[config.mk]
export PLATFORM = sky130hd
export DESIGN_NAME = mult_arbiter_flat
export DESIGN_NICKNAME = d
export VERILOG_FILES = /design/src/rtl/mult_arbiter_pkg.sv /design/src/rtl/mult_arbiter_if.sv /design/src/rtl/mult_arbiter_rr_grant.sv /design/src/rtl/mult_arbiter.sv /design/src/flat_wrapper.sv
export SDC_FILE = /design/constraint.sdc
export NUM_CORES = 1
export LEC_CHECK = 0
export CELL_PAD_IN_SITES_DETAIL_PLACEMENT = 1
export CELL_PAD_IN_SITES_GLOBAL_PLACEMENT = 2
export CORE_AREA = 4 4 251 253
export DETAILED_ROUTE_END_ITERATION = 8
export DIE_AREA = 0 0 255 257
export PLACE_DENSITY = 0.7
export SLEW_MARGIN = 0
export SYNTH_ARGS = -nofsm -noshare
export SYNTH_HDL_FRONTEND = slang
export SYNTH_HIERARCHICAL = 1
export SYNTH_SLANG_ARGS = --single-unit
[constraint.sdc]
create_clock -name clk -period 6.7 [get_ports clk]
set_input_delay 1.005 -clock clk [delete_from_list [all_inputs] [get_ports clk]]
set_output_delay 1.005 -clock clk [all_outputs]
set_load 0.02 [all_outputs]
[src/rtl/mult_arbiter_pkg.sv]
// Shared types and defaults for the multiplier arbiter: sizes, FSM state and the timeout counter.
package mult_arbiter_pkg;

  localparam int unsigned DATA_LENGTH    = 64;
  localparam int unsigned NUM_REQ        = 2;
  localparam int unsigned TIMEOUT_CYCLES = 1000;
  localparam int unsigned CounterWidth   = 16;

  typedef logic [CounterWidth-1:0] counter_t;

  typedef enum logic [1:0] {
    StIdle,
    StInit,
    StCompute,
    StFinish
  } state_t;

endpackage

[src/rtl/mult_arbiter_if.sv]
// Requester, response and multiplier-core signals of the arbiter, bundled with
// arbiter-side (slave) and environment-side (master) views.
interface mult_arbiter_if #(
  parameter int unsigned NUM_REQ     = mult_arbiter_pkg::NUM_REQ,
  parameter int unsigned DATA_LENGTH = mult_arbiter_pkg::DATA_LENGTH
);

  logic [NUM_REQ-1:0]                  req_valid;
  logic [NUM_REQ-1:0]                  req_ready;
  logic [NUM_REQ-1:0][DATA_LENGTH-1:0] req_a;
  logic [NUM_REQ-1:0][DATA_LENGTH-1:0] req_b;
  logic [NUM_REQ-1:0]                  rsp_valid;
  logic [NUM_REQ-1:0]                  rsp_ready;
  logic [2*DATA_LENGTH-1:0]            rsp_result;
  logic                                rsp_err;
  logic                                mul_start;
  logic [DATA_LENGTH-1:0]              mul_a;
  logic [DATA_LENGTH-1:0]              mul_b;
  logic                                mul_done;
  logic [2*DATA_LENGTH-1:0]            mul_result;

  modport slave (
    input  req_valid, req_a, req_b, rsp_ready, mul_done, mul_result,
    output req_ready, rsp_valid, rsp_result, rsp_err, mul_start, mul_a, mul_b
  );

  modport master (
    output req_valid, req_a, req_b, rsp_ready, mul_done, mul_result,
    input  req_ready, rsp_valid, rsp_result, rsp_err, mul_start, mul_a, mul_b
  );

endinterface

[src/rtl/mult_arbiter_rr_grant.sv]
// Round-robin grant: picks the first requester after last_grant_i, cyclically.
module mult_arbiter_rr_grant #(
  parameter int unsigned NUM_REQ = 2,
  parameter int unsigned IdxW    = 1
) (
  input  logic [NUM_REQ-1:0] req_i,
  input  logic [IdxW-1:0]    last_grant_i,
  output logic [NUM_REQ-1:0] grant_o,
  output logic [IdxW-1:0]    grant_idx_o
);

  logic [IdxW-1:0] idx;
  logic            found;

  always_comb begin
    grant_o     = '0;
    grant_idx_o = '0;
    idx         = '0;
    found       = 1'b0;
    for (int unsigned i = 1; i <= NUM_REQ; i++) begin
      idx = IdxW'((32'(last_grant_i) + i) % NUM_REQ);
      if (!found && req_i[idx]) begin
        grant_o[idx] = 1'b1;
        grant_idx_o  = idx;
        found        = 1'b1;
      end
    end
  end

endmodule

[src/rtl/mult_arbiter.sv]
// Shares one external multiplier core among NUM_REQ requesters with round-robin
// arbitration, a start/done handshake to the core and a completion timeout.
module mult_arbiter
  import mult_arbiter_pkg::*;
#(
  parameter int unsigned NUM_REQ        = mult_arbiter_pkg::NUM_REQ,
  parameter int unsigned TIMEOUT_CYCLES = mult_arbiter_pkg::TIMEOUT_CYCLES
) (
  input logic           clk,
  input logic           rst,
  mult_arbiter_if.slave bus_io
);

  localparam int unsigned     IdxW        = (NUM_REQ > 1) ? $clog2(NUM_REQ) : 1;
  localparam logic [IdxW-1:0] LastInit    = IdxW'(NUM_REQ - 1);
  localparam counter_t        TimeoutLast = counter_t'(TIMEOUT_CYCLES - 1);

  state_t                   state_q, state_d;
  logic [IdxW-1:0]          last_q, last_d;
  logic [IdxW-1:0]          gnt_q, gnt_d;
  logic [DATA_LENGTH-1:0]   mul_a_q, mul_a_d;
  logic [DATA_LENGTH-1:0]   mul_b_q, mul_b_d;
  counter_t                 cnt_q, cnt_d;
  logic [2*DATA_LENGTH-1:0] result_q, result_d;
  logic                     err_q, err_d;

  logic [NUM_REQ-1:0]       rr_grant;
  logic [IdxW-1:0]          rr_idx;

  mult_arbiter_rr_grant #(
    .NUM_REQ (NUM_REQ),
    .IdxW    (IdxW)
  ) u_rr_grant (
    .req_i        (bus_io.req_valid),
    .last_grant_i (last_q),
    .grant_o      (rr_grant),
    .grant_idx_o  (rr_idx)
  );

  // Handshake outputs are gated by rst so nothing leaks during the reset cycle itself.
  assign bus_io.req_ready  = (state_q == StIdle && !rst) ? rr_grant : '0;
  assign bus_io.rsp_valid  = (state_q == StFinish && !rst) ? (NUM_REQ'(1) << gnt_q) : '0;
  assign bus_io.mul_start  = (state_q == StInit) && !rst;
  assign bus_io.mul_a      = mul_a_q;
  assign bus_io.mul_b      = mul_b_q;
  assign bus_io.rsp_result = result_q;
  assign bus_io.rsp_err    = err_q;

  always_comb begin
    state_d  = state_q;
    last_d   = last_q;
    gnt_d    = gnt_q;
    mul_a_d  = mul_a_q;
    mul_b_d  = mul_b_q;
    cnt_d    = cnt_q;
    result_d = result_q;
    err_d    = err_q;
    unique case (state_q)
      StIdle: begin
        if (|bus_io.req_valid) begin
          gnt_d   = rr_idx;
          mul_a_d = bus_io.req_a[rr_idx];
          mul_b_d = bus_io.req_b[rr_idx];
          state_d = StInit;
        end
      end
      StInit: begin
        cnt_d   = '0;
        state_d = StCompute;
      end
      StCompute: begin
        cnt_d = cnt_q + 1'b1;
        // A completion on the last allowed cycle wins over the timeout.
        if (bus_io.mul_done) begin
          result_d = bus_io.mul_result;
          err_d    = 1'b0;
          state_d  = StFinish;
        end else if (cnt_q == TimeoutLast) begin
          result_d = '0;
          err_d    = 1'b1;
          state_d  = StFinish;
        end
      end
      StFinish: begin
        if (bus_io.rsp_ready[gnt_q]) begin
          last_d  = gnt_q;
          state_d = StIdle;
        end
      end
      default: state_d = StIdle;
    endcase
  end

  always_ff @(posedge clk) begin
    if (rst) begin
      state_q  <= StIdle;
      last_q   <= LastInit;
      gnt_q    <= '0;
      mul_a_q  <= '0;
      mul_b_q  <= '0;
      cnt_q    <= '0;
      result_q <= '0;
      err_q    <= 1'b0;
    end else begin
      state_q  <= state_d;
      last_q   <= last_d;
      gnt_q    <= gnt_d;
      mul_a_q  <= mul_a_d;
      mul_b_q  <= mul_b_d;
      cnt_q    <= cnt_d;
      result_q <= result_d;
      err_q    <= err_d;
    end
  end

endmodule

[src/flat_wrapper.sv]
// flat-port wrapper written by rule: the top's interface ports become plain ports
module mult_arbiter_flat import mult_arbiter_pkg::*;
#(
  parameter int unsigned NUM_REQ        = mult_arbiter_pkg::NUM_REQ,
  parameter int unsigned TIMEOUT_CYCLES = mult_arbiter_pkg::TIMEOUT_CYCLES
)
  (clk, rst, bus_io_req_valid, bus_io_req_a, bus_io_req_b, bus_io_rsp_ready, bus_io_mul_done, bus_io_mul_result, bus_io_req_ready, bus_io_rsp_valid, bus_io_rsp_result, bus_io_rsp_err, bus_io_mul_start, bus_io_mul_a, bus_io_mul_b);
  mult_arbiter_if #(.NUM_REQ(NUM_REQ)) bus_io_i ();
  input logic clk;
  input logic rst;
  input wire logic [$bits(bus_io_i.req_valid)-1:0] bus_io_req_valid;
  input wire logic [$bits(bus_io_i.req_a)-1:0] bus_io_req_a;
  input wire logic [$bits(bus_io_i.req_b)-1:0] bus_io_req_b;
  input wire logic [$bits(bus_io_i.rsp_ready)-1:0] bus_io_rsp_ready;
  input wire logic [$bits(bus_io_i.mul_done)-1:0] bus_io_mul_done;
  input wire logic [$bits(bus_io_i.mul_result)-1:0] bus_io_mul_result;
  output wire logic [$bits(bus_io_i.req_ready)-1:0] bus_io_req_ready;
  output wire logic [$bits(bus_io_i.rsp_valid)-1:0] bus_io_rsp_valid;
  output wire logic [$bits(bus_io_i.rsp_result)-1:0] bus_io_rsp_result;
  output wire logic [$bits(bus_io_i.rsp_err)-1:0] bus_io_rsp_err;
  output wire logic [$bits(bus_io_i.mul_start)-1:0] bus_io_mul_start;
  output wire logic [$bits(bus_io_i.mul_a)-1:0] bus_io_mul_a;
  output wire logic [$bits(bus_io_i.mul_b)-1:0] bus_io_mul_b;
  assign bus_io_i.req_valid = bus_io_req_valid;
  assign bus_io_i.req_a = bus_io_req_a;
  assign bus_io_i.req_b = bus_io_req_b;
  assign bus_io_i.rsp_ready = bus_io_rsp_ready;
  assign bus_io_i.mul_done = bus_io_mul_done;
  assign bus_io_i.mul_result = bus_io_mul_result;
  assign bus_io_req_ready = bus_io_i.req_ready;
  assign bus_io_rsp_valid = bus_io_i.rsp_valid;
  assign bus_io_rsp_result = bus_io_i.rsp_result;
  assign bus_io_rsp_err = bus_io_i.rsp_err;
  assign bus_io_mul_start = bus_io_i.mul_start;
  assign bus_io_mul_a = bus_io_i.mul_a;
  assign bus_io_mul_b = bus_io_i.mul_b;
  mult_arbiter #(.NUM_REQ(NUM_REQ), .TIMEOUT_CYCLES(TIMEOUT_CYCLES)) u_core (.clk(clk), .rst(rst), .bus_io(bus_io_i));
endmodule
* Word-level counts from Yosys, hierarchy flattened *
Index checks and enable logic that the tools add are counted.

cells by class
  shift operators = 1
  add/subtract/negate cells = 3
  magnitude comparators = 6
  muxes and demuxes = 31
  eq/ne operators = 7
  bitwise logic cells = 1
  reductions and logical operators = 16

operators by type and width
  operator                                                    number
  two-way mux 128 bit                                         2
  two-way mux 64 bit                                          4
  case mux 16 bit (2 select lines)                            1
  adder 16 x 1 -> 16 bit, second input constant               1
  == test 16 x 10 -> 1 bit, second input constant             1
  two-way mux 2 bit                                           8
  two-way mux 1 bit                                           13
  less-than comparator 1 x 2 -> 1 bit, second input constant  4
  case mux 2 bit (4 select lines)                             1
  logical AND 1 bit                                           6
  AND reduction 2 bit                                         3
  == test 2 bit, second input constant                        2
  != test 2 bit, second input constant                        2
  nonzero test 2 bit                                          2
  != test 3 x 2 -> 1 bit, second input constant               1
  AND reduction 3 bit                                         1
  adder 1 bit, second input constant                          2
  demux 1 bit (select 1 bit)                                  2
  == test 2 x 1 -> 1 bit, second input constant               1
  >= comparator 1 bit, second input constant                  2
  zero test 1 bit                                             2
  zero test 2 bit                                             1
  OR 2 bit                                                    1
  OR reduction 2 bit                                          1
  << shifter 1 x 1 -> 2 bit, first input constant             1

storage, ports and cells
  flip-flop bits (word level) = 277

* Depth between registers and ports, before layout *
Gate-level depths: netlist of the first run.

  word-level depth = 9
  depth in mapped cells = 8
  depth with buffers taken out = 6

* Cells and area by module *
The synthesis of the first run kept the hierarchy.

by module, submodules not included
  module                 times used  sequential area each (um2)  cells each  area each (um2)
  mult_arbiter           1           5545.3                      979         10478.8
  mult_arbiter_rr_grant  1           0.0                         4           26.3

* Least setup slack after synthesis of the first run *
No wires, ideal clock.

  path type = input-to-output
  start = in rst
  end = out bus_io_rsp_valid[0]
  arrival = 2.070 ns
  stages = 4
  setup slack = 3.625 ns
  cells stage by stage = clkbuf_1 -> clkbuf_1 -> clkbuf_1 -> nor3b_1

between the ends
  word-level cells in the longest chain between the ends = 3

RTL lines
  item                line                source
  start: declaration  flat_wrapper.sv:10  input logic rst;
  zero test 1 bit     mult_arbiter.sv:42  assign bus_io.rsp_valid = (state_q == StFinish && !rst) ? (NUM_REQ'(1) << gnt_q) : '0;
  logical AND 1 bit   mult_arbiter.sv:42
  two-way mux 2 bit   mult_arbiter.sv:42
  end: declaration    flat_wrapper.sv:18  output wire logic [$bits(bus_io_i.rsp_valid)-1:0] bus_io_rsp_valid;

Every way passes these cells.

* Worst setup path in the final report of the first run *
  start = in bus_io_req_valid[0]
  end = out bus_io_req_ready[0]

between the ends
  word-level cells in the longest chain between the ends = 7
  elaborated cells on any way between the ends = 11
  classes of those cells = mux (8); bitwise (1); reduce/logical (2)

RTL lines
  item                                                   line                         source
  start: declaration                                     flat_wrapper.sv:11           input wire logic [$bits(bus_io_i.req_valid)-1:0] bus_io_req_valid;
  two-way mux 1 bit (implied by the code) (2 in series)  mult_arbiter_rr_grant.sv:22  if (!found && req_i[idx]) begin
  two-way mux 1 bit                                      mult_arbiter_rr_grant.sv:22
  zero test 1 bit                                        mult_arbiter_rr_grant.sv:22
  logical AND 1 bit                                      mult_arbiter_rr_grant.sv:22
  two-way mux 2 bit *                                    mult_arbiter_rr_grant.sv:22
  named net u_core.rr_grant[0]                           mult_arbiter.sv:27           logic [NUM_REQ-1:0] rr_grant;
  two-way mux 2 bit *                                    mult_arbiter.sv:41           assign bus_io.req_ready = (state_q == StIdle && !rst) ? rr_grant : '0;
  end: declaration                                       flat_wrapper.sv:17           output wire logic [$bits(bus_io_i.req_ready)-1:0] bus_io_req_ready;

Mark *: on every way through the listed nets, which the timed path passes. The rest lies on a longest branch. The select of a mux whose other input is x is not followed.

==> results of run 1 <==
==> synth_stat cells (all sizes together) <==
library cell	n
nor2b	2
a21o	1
a22o	128
nor2	141
nand2	6
nor3	5
nor3b	1
buf	20
o21bai	1
a211oi	130
xor2	3
or3	7
or4	3
a21boi	3
inv	8
a21oi	10
o21ai	6
and3b	3
nand3	3
dfxtp	277
o21a	2
a22oi	1
nand2b	2
nand4	5
xnor2	6
nand4b	1
o41ai	1
clkbuf	70
mux2i	132
ha	5
==> worst reg2reg max path: stages, from the launching register on <==
cell and delay, ns:
dfxtp_1 0.34, inv_1 0.10, ha_1 0.34, inv_1 0.14, nor3_2 0.19, buf_4 0.49, buf_4 0.81, a22o_1 0.35
==> report_power, final <==
| group | total (uW) | switching, uW | internal, uW | leakage (uW) |
|---|---|---|---|---|
| logic | 2380 | 1280 | 1110 | 0.00407 |
| clock network | 1930 | 740 | 1190 | 0.000580 |
| registers | 2180 | 192 | 1990 | 0.00227 |
| total | 6500 | 2210 | 4290 | 0.00692 |
==> logic make-up after synthesis <==
group / share of synthesized area
AO/OA/AOI/OAI: 0.216
XOR/XNOR: 0.00750
adder cells (fa/ha/maj): 0.00596
buffers and inverters: 0.0449
flip-flops: 0.528
multiplexers: 0.126
AND/OR/NAND/NOR: 0.0724
==> state kept, by name (all words and copies together) (netlist names) <==
register / count
u_core/bus_io.rsp_result: 128
u_core/bus_io.mul_a: 64
u_core/bus_io.rsp_err: 1
u_core/bus_io.mul_b: 64
u_core/state_q: 2
u_core/cnt_q: 16
u_core/last_q: 1
u_core/gnt_q: 1
==> per-layer routing <==
layer | vias to the layer above | share of wire | global-route usage
met1 | 4645 | 0.37 | 0.136
met5 | - | 0 | 0
li1 | 4857 | - | -
met4 | 0 | 0.029 | 0.0408
met3 | 68 | 0.11 | 0.0607
met2 | 455 | 0.49 | 0.232
==> final timing paths <==
| check | endpoint | slack, ns |
|---|---|---|
| worst min register to register | u_core/bus_io.rsp_result[111] | 0.48 |
| worst max-delay path | bus_io_req_ready[0] | 3.18 |
| worst max register to register | u_core/bus_io.rsp_result[65] | 3.87 |
| worst min-delay path | u_core/bus_io.rsp_result[111] | 0.48 |
==> cell type report <==
cell class,instances,area (um^2),area share
diodes,1,2.50,0.000132
flip-flops and latches,277,5550,0.293
well taps,790,988,0.0523
inverters,8,30.0,0.00159
multi-input cells,608,4520,0.239
repair buffers,661,6630,0.351
clock buffers,52,1040,0.0551
clock inverters,9,135,0.00715
==> per-stage QoR <==
step	setup slack (ns)	cells	utilization
floorplan	3.63	983	-
global placement	3.13	2344	0.290
detailed placement	3.13	2344	0.290
CTS	3.13	2405	0.310
global route	3.08	2406	0.310
finish	3.18	2406	0.310
==> impl_metrics.ini, run 1 <==
[logic_synthesis]
synth_top_area_frac = 0.528
post_synth_num_cell_types = 35
syn-num-nets = 1379
synth-seq-cells = 277
synth_area_leader_cell = dfxtp_1
postSynthAreaPerCell_um2 = 10.7
synthCells = 983
synth.top_cells.by_area = dfxtp_1 53%, mux2i_1 13%, a22o_1 11%
yosysWarnings = 6
ys_seq_area_frac = 0.528
syn-cell-area_mm2 = 0.0105

[clock_tree]
insertion_delay_ns = 0.53
path_clk_slew_ns = 0.05
cts_buffer_depth = 3
cts_hold_repair.buffers = 0
postCtsSetupBuffers = 0
cts_tree = built
cts-root-buf = clkbuf_16
cts_made_buffers = 36
cts_resized = 0
clkSinkCount = 277
cts_htree_levels = 2

[timing]
hold_slack_ns = 0.476
fin_crit_sh = 0.525
fin_crit_ns = 3.52
fin_skew_ns = 0.0113
max_freq_ghz = 0.284
relSlewSlack = 0.379
maxSlewViolCount = 0
finalSetupViolations = 0
finalSetupTns_ns = 0
grt_setup_unrepaired = no
hold_viol = 0
worst_slew_pin_slew_ns = 0.931

[layout]
finalNetCount = 1988
final_cell_mix = 651 x clkdlybuf4s50_1, 277 x dfxtp_1, 141 x nor2_1
area_delta_synth_final_pct = 79.9
nFillCells = 6966
final_area_mm2 = 0.0189
layout_commonest_cell = clkdlybuf4s50_1
drive_gt1_frac = 0.0427

[min_path]
holdCritPathClass = reg -> reg
worstHoldStart = u_core/bus_io.rsp_result[111]
whs_path_depth = 1

[setup_path]
crit_path_max_fanout = 4
path_buf_inv = 2
cp_slowest_cell = clkdlybuf4s50_1
cp_top_family = buffers and inverters
end_kind = output port
start_kind = input port
path_class = in -> out
cp_data_arrival_time_ns = 2.51
reg2reg_from = u_core/state_q[0]
cp_data_required_time_ns = 5.69
setup.worst_path.start = bus_io_req_valid[0]
cp.depth = 4
path_common_cell = clkdlybuf4s50_1
crit_chain = clkdlybuf4s50_1, a21boi_1, and3b_1, clkdlybuf4s50_1
cpPeakStageDelay_ns = 0.61
r2r.worst_path.cells = 7

[floorplanning]
die_w_um = 255
io-pin-count = 653
dieArea_mm2 = 0.0655
initial_core_util = 0.172
die_h_um = 257
core_mm2 = 0.0610
num_rows = 91

[global_routing]
grt_max_degree = 173
antenna_found_initial = 3
grt_pass1_wl_um = 66400
grt_pass1_vias = 10800
gr-total-overflow = 0
grt_use_total = 0.130

[placed_design]
gp_congestion = 0.744
port_buffers = 652
placedInstanceArea_mm2 = 0.0177
hpwlAfterDp_um = 34600

[power_and_ir_drop]
p_total_uw = 6500
vdd_drop_max_uv = 246
power_density_mw_per_mm2 = 344
p_leak_uw = 0.00692

[routing]
vias = 10000
drt_first_pass_iters = 4
final_antenna_net_count = 0
drtIter0Drc = 377
drc = 0
wirelength_um = 45400
routed_via_density = 4.17
wire_per_inst_um = 18.9

[status]
outcome = completed

[job]
maxCapViolCount = 0
No activity file was read; power rests on OpenSTA's default activity.
==> run 2, diff against run 1 <==
CORE_AREA = 4 4 250 252   (was 4 4 251 253)
DIE_AREA = 0 0 254 256   (was 0 0 255 257)
clock period = 3.7 ns   (was 6.7 ns; I/O delays follow)
==> run 2 against run 1 <==
Flip-flop and latch count is the same. Final area grew 1.8%. Worst hold slack lost 0.056 ns. Cell count grew 0.96%. Setup slack lost 2.1 ns. Clock-buffer cell count shrank 2. Highest routed layer is now met5. Largest power group unchanged.
==> impl_metrics.ini, run 2 (same netlist as run 1, synthesis figures left out) <==
[timing]
relSlewSlack = 0.507
timing.final.ws_setup_ns = 1.04
maxSlewViolCount = 0
worst_slew_pin_slew_ns = 0.740
fin_skew_ns = 0.00905
fin_crit_ns = 2.66
max_freq_ghz = 0.376
finalSetupTns_ns = 0
finalSetupViolations = 0
fin_crit_sh = 0.719
hold_viol = 0
grt_setup_unrepaired = no

[layout]
drive_gt1_frac = 0.0609
final_cell_mix = 651 x clkdlybuf4s50_1, 277 x dfxtp_1, 141 x nor2_1
post-route-util = 0.320
finalNetCount = 2011
layout_commonest_cell = clkdlybuf4s50_1
largest_reg_flops = 128
area_delta_synth_final_pct = 83.0
nFillCells = 6786

[setup_path]
crit_path_max_fanout = 6
path_class = reg -> out
start_kind = register
regToRegSetupSlack_ns = 1.16
cp_data_required_time_ns = 3.14
setup.worst_path.start = u_core/state_q[1]
r2r.worst_path.cells = 6
cp_data_arrival_time_ns = 2.11
r2r_end = u_core/cnt_q[15]
end_kind = output port
reg2reg_from = u_core/state_q[1]

[routing]
drc = 0
wirelength_um = 48900
routed_via_density = 4.21
vias = 10200
drtIter0Drc = 337
wire_per_inst_um = 20.1
final_antenna_net_count = 0
drt_first_pass_iters = 4

[clock_tree]
cts_made_buffers = 36
cts-root-buf = clkbuf_16
clkSinkCount = 277
path_clk_slew_ns = 0.05
cts_htree_levels = 2
cts_resized = 0
cts_hold_repair.buffers = 0
insertion_delay_ns = 0.53
cts_tree = built
cts_buffer_depth = 3
postCtsSetupBuffers = 0

[placed_design]
hpwlAfterDp_um = 37600
gp_congestion = 0.801
port_buffers = 652
dp_slack_ns = 0.871

[power_and_ir_drop]
p_sw_frac = 0.340
p_int_uw = 7960
clockPowerShare = 0.302
power_density_mw_per_mm2 = 628
p_total_uw = 12100
p_leak_uw = 0.00711
power_frac_comb = 0.371
vdd_drop_max_uv = 218
netSwitchingPower_uw = 4110
seq_power_share = 0.328

[global_routing]
grt_pass1_vias = 10800
grt_pass1_wl_um = 69900
grt_max_degree = 123
antenna_found_initial = 10
gr-total-overflow = 0
grt_use_total = 0.141

[floorplanning]
die_w_um = 254
core_mm2 = 0.0601
io-pin-count = 653
num_rows = 90
dieArea_mm2 = 0.0650
initial_core_util = 0.175
die_h_um = 256

[min_path]
worstHoldStart = rst
whs_endpoint = u_core/gnt_q
holdCritPathClass = in -> reg
whs_path_depth = 2

[status]
outcome = completed

[job]
maxCapViolCount = 0
[run 2: changes by cell type in the layout (fill, tap and decap cells not counted), sizes merged]
cell	previous run	this run
diode	1	6
buf	10	33
clkinv	5	10
clkbuf	52	50
[run 2: area by class of cell]
cell class	count	area (um^2)	share of cell area
Timing Repair Buffer	684	6890	0.358
Sequential cell	277	5550	0.288
Multi-Input combinational cell	608	4520	0.235
Clock buffer	50	1090	0.0565
Tap cell	782	978	0.0509
Clock inverter	14	160	0.00833
Inverter	8	30.0	0.00156
Antenna cell	6	15.0	0.000781
[run 2: per-layer routing]
metal | global-route usage | share of wire | wire length, um | vias up
li1 | - | - | - | 4919
met1 | 0.152 | 0.38 | 18400 | 4786
met2 | 0.245 | 0.48 | 23600 | 450
met3 | 0.0668 | 0.11 | 5460 | 70
met4 | 0.0422 | 0.026 | 1280 | 8
met5 | 0 | 0.0011 | 55 | -
[run 2: worst max-delay path by stage]
stage / to / slack (ns) / depth (start not counted)
3_3_place_gp: u_core/bus_io.mul_b[15] / 0.88 / 6
2_1_floorplan: u_core/cnt_q[15] / 1.46 / 7
6_report: bus_io_rsp_valid[0] / 1.04 / 3
4_1_cts: bus_io_rsp_valid[0] / 0.93 / 3
5_1_grt: bus_io_rsp_valid[0] / 0.87 / 3
3_5_place_dp: u_core/bus_io.mul_b[15] / 0.87 / 6
[run 2: worst max-delay path: stages (launching register included)]
cell             delay, ns
dfxtp_1               0.39
ha_1                  0.28
nor3b_1               0.24
clkdlybuf4s50_1       0.67
[run 2: per-stage QoR]
stage	instances	hold slack, ns	area, um^2
2_1_floorplan	983	0.453	10500
3_3_place_gp	2359	0.460	18000
3_5_place_dp	2359	0.465	18000
4_1_cts	2423	0.381	19200
5_1_grt	2424	0.412	19200
6_report	2429	0.420	19200
[run 2: power groups by stage]
stage          registers [uW]  logic, uW  clock network, uW
4_1_cts                  3960       4560               3830
6_report                 3950       4470               3650
3_3_place_gp             3990       4510                  0
3_5_place_dp             4010       4540                  0
5_1_grt                  4040       4820               3930
2_1_floorplan            4690       1540                  0
